`src/rtl/lut_logic_block_pkg.sv`:
```
// Shared types and size derivations for the LUT logic block.
package lut_logic_block_pkg;

  typedef enum logic [1:0] {
    IDLE = 2'd0,
    LOAD = 2'd1,
    RUN  = 2'd2
  } state_e;

  // Bits per cell: 2^K truth-table bits plus one reg_mode bit.
  function automatic int unsigned cell_w_f(input int unsigned k);
    return (32'd1 << k) + 32'd1;
  endfunction

  // Total configuration bits across all cells.
  function automatic int unsigned cfg_bits_f(input int unsigned k, input int unsigned n);
    return n * cell_w_f(k);
  endfunction

  // Number of configuration words needed to cover all bits (ceiling division).
  function automatic int unsigned nwords_f(input int unsigned k, input int unsigned n,
                                           input int unsigned cfg_w);
    return (cfg_bits_f(k, n) + cfg_w - 32'd1) / cfg_w;
  endfunction

endpackage

```
`src/rtl/lut_logic_block_cell.sv`:
```
// One K-input LUT: active truth table, reg_mode bit and the optional output flop.
module lut_cell
  import lut_logic_block_pkg::*;
#(
  parameter int unsigned K = 4
) (
  input  logic                   clk,
  input  logic                   rst,
  input  logic                   load_i,
  input  logic [cell_w_f(K)-1:0] cfg_i,
  input  logic                   ce_i,
  input  logic [K-1:0]           operand_i,
  output logic                   result_o
);

  localparam int unsigned TT_W = 32'd1 << K;

  logic [TT_W-1:0] table_q;
  logic            mode_q;
  logic            out_q;
  logic            lut_val_c;

  // Table lookup with the operand slice as an unsigned index.
  always_comb begin
    lut_val_c = table_q[operand_i];
  end

  // Active config swaps atomically on load; output flop follows ce with the current table.
  always_ff @(posedge clk) begin
    if (!rst) begin
      table_q <= '0;
      mode_q  <= 1'b0;
      out_q   <= 1'b0;
    end else begin
      if (load_i) begin
        table_q <= cfg_i[TT_W-1:0];
        mode_q  <= cfg_i[TT_W];
      end
      if (ce_i) begin
        out_q <= lut_val_c;
      end
    end
  end

  // Select registered or combinational output.
  always_comb begin
    result_o = mode_q ? out_q : lut_val_c;
  end

endmodule

```
`src/rtl/lut_logic_block.sv`:
```
// Array of N configurable LUTs with a word-serial shadow configuration loader.
module lut_logic_block
  import lut_logic_block_pkg::*;
#(
  parameter int unsigned K     = 4,
  parameter int unsigned N     = 2,
  parameter int unsigned CFG_W = 8
) (
  input  logic             clk,
  input  logic             rst,
  input  logic             config_start,
  input  logic             config_valid,
  input  logic [CFG_W-1:0] config_data,
  output logic             config_ready,
  output logic             config_done,
  input  logic             ce,
  input  logic [N*K-1:0]   operands,
  output logic [N-1:0]     result
);

  localparam int unsigned CELL_W   = cell_w_f(K);
  localparam int unsigned NWORDS   = nwords_f(K, N, CFG_W);
  localparam int unsigned SHADOW_W = NWORDS * CFG_W;
  localparam int unsigned CNT_W    = (NWORDS > 1) ? $clog2(NWORDS) : 1;

  state_e              state_q, state_d;
  logic [CNT_W-1:0]    cnt_q, cnt_d;
  logic [SHADOW_W-1:0] shadow_q, shadow_d;
  logic                done_q;
  logic                ready_c;
  logic                commit_c;

  // Loader state, word counter, shadow and done pulse.
  always_ff @(posedge clk) begin
    if (!rst) begin
      state_q  <= IDLE;
      cnt_q    <= '0;
      shadow_q <= '0;
      done_q   <= 1'b0;
    end else begin
      state_q  <= state_d;
      cnt_q    <= cnt_d;
      shadow_q <= shadow_d;
      done_q   <= commit_c;
    end
  end

  // Next-state logic; shadow_d already holds the final word on the commit cycle.
  always_comb begin
    state_d  = state_q;
    cnt_d    = cnt_q;
    shadow_d = shadow_q;
    ready_c  = 1'b0;
    commit_c = 1'b0;
    case (state_q)
      IDLE, RUN: begin
        if (config_start) begin
          state_d  = LOAD;
          cnt_d    = '0;
          shadow_d = '0;
        end
      end
      LOAD: begin
        if (config_start) begin
          cnt_d    = '0;
          shadow_d = '0;
        end else begin
          ready_c = 1'b1;
          if (config_valid) begin
            for (int unsigned w = 0; w < NWORDS; w++) begin
              if (cnt_q == CNT_W'(w)) begin
                shadow_d[w*CFG_W +: CFG_W] = config_data;
              end
            end
            if (cnt_q == CNT_W'(NWORDS - 1)) begin
              commit_c = 1'b1;
              cnt_d    = '0;
              state_d  = RUN;
            end else begin
              cnt_d = cnt_q + CNT_W'(1);
            end
          end
        end
      end
      default: begin
        state_d = IDLE;
      end
    endcase
  end

  assign config_ready = ready_c;
  assign config_done  = done_q;

  // One cell per LUT; all cells swap config on the same commit edge.
  for (genvar i = 0; i < N; i++) begin : g_cell
    lut_cell #(
      .K(K)
    ) u_cell (
      .clk      (clk),
      .rst      (rst),
      .load_i   (commit_c),
      .cfg_i    (shadow_d[i*CELL_W +: CELL_W]),
      .ce_i     (ce),
      .operand_i(operands[i*K +: K]),
      .result_o (result[i])
    );
  end

endmodule
```
`config.mk`:
```
export PLATFORM = sky130hd
export DESIGN_NAME = lut_logic_block
export DESIGN_NICKNAME = d
export VERILOG_FILES = /design/src/rtl/lut_logic_block_pkg.sv /design/src/rtl/lut_logic_block_cell.sv /design/src/rtl/lut_logic_block.sv
export SDC_FILE = /design/constraint.sdc
export NUM_CORES = 1
export LEC_CHECK = 0
export ABC_AREA = 1
export BUFFER_PORTS_ARGS = -buffer_cell sky130_fd_sc_hd__clkbuf_2
export CAP_MARGIN = 10
export CORE_ASPECT_RATIO = 0.5
export CORE_MARGIN = 1
export CORE_UTILIZATION = 50
export DETAILED_ROUTE_END_ITERATION = 7
export PLACE_DENSITY = 0.77
export SLEW_MARGIN = 10
export SYNTH_ARGS = -nofsm -noshare
export SYNTH_HDL_FRONTEND = slang
export SYNTH_HIERARCHICAL = 1
export SYNTH_SLANG_ARGS = --single-unit
export TNS_END_PERCENT = 100
```
`constraint.sdc`:
```
create_clock -name clk -period 2.5 [get_ports clk]
set_input_delay 0.75 -clock clk [delete_from_list [all_inputs] [get_ports clk]]
set_output_delay 0.75 -clock clk [all_outputs]
set_load 0.01 [all_outputs]
```
[Word-level counts from Yosys, hierarchy flattened]
Cells that the tools add are included.
Storage, ports and cells
  register bits after elaboration: 76
  input bits: 21
  output and inout bits: 4
  logic and storage cells: 61
Cells by class
  add/sub/neg operators: 1
  order comparisons: 2
  equality and inequality tests: 11
  mux-type cells: 31
  reductions and logical operators: 6
Operators by type and width (number)
  two-way mux 34 bit: 3
  one-hot mux 34 bit (2 select lines): 1
  two-way mux 8 bit: 4
  two-way mux 3 bit: 4
  < comparator 4 x 5 -> 1 bit (second input constant): 2
  two-way mux 1 bit: 10
  two-way mux 2 bit: 5
  binary-select mux 1 bit (select 4 bit): 2
  inequality test 2 bit (second input constant): 4
  == test 3 x 2 -> 1 bit (second input constant): 2
  one-hot mux 3 bit (2 select lines): 1
  one-hot mux 2 bit (2 select lines): 1
  AND reduction 4 bit: 1
  adder 3 x 1 -> 3 bit (second input constant): 1
  == test 3 x 1 -> 1 bit (second input constant): 1
  == test 3 bit (second input constant): 1
  logical NOT 3 bit: 1
  inequality test 3 bit (second input constant): 1
  AND reduction 3 bit: 1
  == test 2 x 1 -> 1 bit (second input constant): 1
  == test 2 bit (second input constant): 1
  logical NOT 2 bit: 1
  nonzero test 2 bit: 1
  OR reduction 2 bit: 1

[Depth between registers and ports, before layout]
  depth after elaboration: 5
  mapped depth: 12
  depth with buffers taken out: 10

[Cells and area by module]
The synthesis kept the hierarchy.
Modules (own cells, without submodules)
  lut_logic_block: instances 1, cells an instance 347, area each 2444.8 um^2, seq. area each 800.8 um^2
  lut_cell: instances 2, cells an instance 117, area each 829.5 um^2, seq. area each 360.3 um^2

[Worst setup path before layout]
Ideal clock, no wire load.
  kind: input port to output port
  from: input operands[0]
  to: output result[0]
  data arrival time: 1.365 ns
  required time: 1.750 ns
  slack: 0.385 ns
  stages: 8
  path buffers: 1
  cell sequence: buf_6 o21ai_1 nand2_1 nand3_1 nand3_2 nand2_1 nand2_1 nand2_1
On the way
  word-level cells in the longest chain between the ends: 3
Ends and longest elaborated chain
  start: declaration: RTL line lut_logic_block.sv:17  | input logic [N*K-1:0] operands,
  binary-select mux 1 bit (select 4 bit): RTL line lut_logic_block_cell.sv:25  | lut_val_c = table_q[operand_i];
  two-way mux 1 bit (not written as such): RTL line lut_logic_block_cell.sv:25
  two-way mux 1 bit: RTL line lut_logic_block_cell.sv:47  | result_o = mode_q ? out_q : lut_val_c;
  end: declaration: RTL line lut_logic_block.sv:18  | output logic [N-1:0] result
No other way between the ends. The select of a mux whose other input is x is not followed.

[Final worst setup path]
  from: input operands[4]
  to: output result[1]
Same word-level chain as after synthesis.

==> flow_metrics.py <==
metrics = {
    "synthesis": {
        "yosysTopAreaCell": "dfxtp_1",
        "yosysMostFrequentCell": "nand2_1",
        "syn-num-nets": 607,
        "synth_cell_type_count": 26,
        "ys_top_cells_by_count": "nand2_1, inv_1, dfxtp_1, a21oi_1, o21ai_1",
        "ys_seq_elements": 76,
        "synthTopCellsByArea": "dfxtp_1, nand2_1, inv_1, nand3_2, a21oi_1",
        "yosys_warnings": 6,
        "yosysTopAreaCellShare": 0.3707,
        "avgSynthCellArea_sq_um": 7.064,
        "syn_area_sq_um": 4104,
        "netlist_instances": 581,
        "async_reset_ff_frac": 0,
        "ys.flop_type": "dfxtp_1",
        "yosysSeqAreaShare": 0.3707,
        "synth_edf_count": 0,
    },
    "global_routing": {
        "grt_max_degree": 39,
        "grt_pass1_wl_mm": 15.46,
        "first_global_vias": 3255,
        "grt_usage": 0.2365,
        "gr-total-overflow": 0,
        "antenna_found_initial": 0,
    },
    "drt": {
        "post_drt_wl_per_cell_microns": 13.09,
        "vias_per_cell": 5.229,
        "ant_nets": 0,
        "drtIter0Drc": 403,
        "num_vias": 3697,
        "firstDrtPassIters": 5,
        "postRouteWirelength_mm": 9.255,
        "drc": 0,
    },
    "sta": {
        "rsz0062_at_grt": "false",
        "final-setup-viol-count": 0,
        "setup_slack_ns": 0.1184,
        "max_freq_ghz": 0.4199,
        "maxSlewViolCount": 0,
        "hold_violations": 0,
        "period_share": 0.9526,
        "fin_tns_setup_ns": 0,
        "finalCriticalPeriod_ns": 2.382,
        "finalClockSkew_ns": 0.004265,
        "slew_headroom": 0.6283,
        "worst_slew_pin_slew_ns": 0.5575,
    },
    "critical_path": {
        "crit_fanout": 13,
        "cp-endpoint": "result[1]",
        "r2r-start": "cnt_q[0]",
        "crit_type": "in2out",
        "crit_chain": "buf_6 > inv_1 > nand2_1 > nand3_1 > nand3_1 > nand3_2 > nand2_1 > nand2_1 > nand2_1 > clkbuf_2",
        "reg2reg_depth": 9,
        "critPathTopFamily": "simple AND/OR/NAND/NOR gates",
        "crit_path_start_kind": "input port",
        "cp.depth": 10,
        "crit_slowest_cell": "buf_6",
        "path_buf_inv": 3,
        "rr_endpoint": "g_cell[1].u_cell/table_q[4]",
        "rrSetupSlack_ns": 0.53,
        "max_stage_delay_ns": 0.13,
        "cp-end-kind": "primary output",
        "worstPathRequired_ns": 1.75,
        "cp_common_cell": "nand2_1",
        "worstSetupStartpoint": "operands[4]",
        "cp.arrival_ns": 1.63,
    },
    "floorplan": {
        "die_x_microns": 130.1,
        "die-height_microns": 66.06,
        "num_io_pins": 25,
        "initial_core_util": 0.5382,
        "row_count": 22,
        "core_sq_um": 7625,
        "die_area_sq_um": 8596,
    },
    "pwr": {
        "peakVddDrop_v": 0.0003147,
        "p_leak_nw": 2.097,
        "powerDensity_nw_per_um2": 608.7,
    },
    "cts": {
        "cts_setup_buffers": 0,
        "numCtsBuffers": 9,
        "cts_max_path_buffers": 2,
        "clk_pin_slew_ns": 0.05,
        "h-tree-depth": 3,
        "insertion_delay_ns": 0.34,
        "clock_sinks": 76,
        "cts_hold_buf": 0,
        "cts_tree": "yes",
        "root_buffer": "clkbuf_16",
    },
    "cells_and_area": {
        "multi_input_area_sq_um": 2036,
        "antennaDiodeCount": 0,
        "nets": 621,
        "finalNonFillerCells": 707,
        "drive_above_1_share": 0.1803,
        "final-seq-area_sq_um": 1521,
        "fillers": 729,
        "area_growth_syn_to_layout_pct": 9.665,
    },
    "min_path": {
        "hold_path_startpoint": "g_cell[0].u_cell/table_q[14]",
        "holdPathStages": 2,
        "hp-class": "reg2reg",
    },
    "placement": {
        "dp_hpwl_mm": 6.375,
        "gp_congestion": 0.8667,
        "place_ws_ns": -0.05121,
        "numPortBuffers": 24,
        "dp.cells": 692,
    },
    "outcome": {
        "outcome": "completed",
    },
    "job": {
        "drv_cap": 0,
    },
}
[sequential cells by signal (all words and copies together) (netlist names)]
| register | flops |
|---|---|
| shadow_q | 34 |
| config_done | 1 |
| g_cell.u_cell/mode_q | 2 |
| g_cell.u_cell/out_q | 2 |
| state_q | 2 |
| g_cell.u_cell/table_q | 32 |
| cnt_q | 3 |
[cell type report]
type	count	area share
Multi-Input combinational cell	385	0.4523
Sequential cell	76	0.3381
Inverter	89	0.07423
Clock buffer	13	0.05783
Timing Repair Buffer	34	0.04532
Tap cell	108	0.03003
Clock inverter	2	0.002224
[per-layer routing]
| layer | vias to the layer above | track usage | share of wire |
|---|---|---|---|
| met5 | - | 0 | 0 |
| met4 | 0 | 0.08576 | 0.016 |
| met3 | 14 | 0.06068 | 0.054 |
| met2 | 90 | 0.3511 | 0.41 |
| met1 | 1677 | 0.3287 | 0.52 |
| li1 | 1916 | - | - |
[cells by family after synthesis]
group,after synthesis,synth area share
AO/OA/AOI/OAI,118,0.1729
AND/OR/NAND/NOR,262,0.3067
adder cells (fa/ha/maj),5,0.01524
buffers and inverters,120,0.1344
flip-flops,76,0.3707
[tightest hold or removal path, delay by kind of cell, from the launching register on]
family | cells | cell delay (ns)
compound gates | 1 | 0.06
flops | 1 | 0.29
buf+inv | 1 | 0.06
[worst min path at each step]
| stage | to |
|---|---|
| final | g_cell[0].u_cell/table_q[14] |
| after global routing | g_cell[0].u_cell/table_q[14] |
| after detailed placement | g_cell[0].u_cell/table_q[14] |
| after CTS | g_cell[0].u_cell/table_q[14] |
| after global placement | g_cell[1].u_cell/table_q[5] |
| after floorplan | g_cell[0].u_cell/table_q[0] |
[stage by stage]
stage / hold WS (ns) / area, sq um / utilization / power, mW
detailed placement: 0.4527 / 4222 / 0.5537 / 1.565
global placement: 0.4492 / 4222 / 0.5537 / 1.560
finish: 0.4575 / 4501 / 0.5903 / 2.740
floorplan: 0.4336 / 4104 / - / 1.493
global route: 0.4732 / 4501 / 0.5903 / 2.845
CTS: 0.4602 / 4494 / 0.5894 / 2.762
[power by group]
part           switching (mW)  internal (mW)  leakage (nW)
Clock                   0.478          0.717         0.135
Combinational           0.206         0.0937          1.35
Sequential             0.0121           1.23         0.614
Total                   0.697           2.04          2.10
[layout by cell type, fill, tap and decap left out, drive strengths merged]
cell type,instances
o21a,2
o211ai,7
dfxtp,76
ha,5
nand2,160
clkinv,2
nand4,25
a211oi,1
clkbuf,35
o21ai,43
or2,1
a21oi,65
nor2,22
inv,89
buf,12
nand3,54
[repair_timing]
| action | 4_1_cts | 5_1_grt |
|---|---|---|
| endpoints found under the setup margin | 1 | 2 |
| pin swaps | 0 | 0 |
| gates resized for setup | 1 | 5 |
No activity file was read; power rests on OpenSTA's default activity.
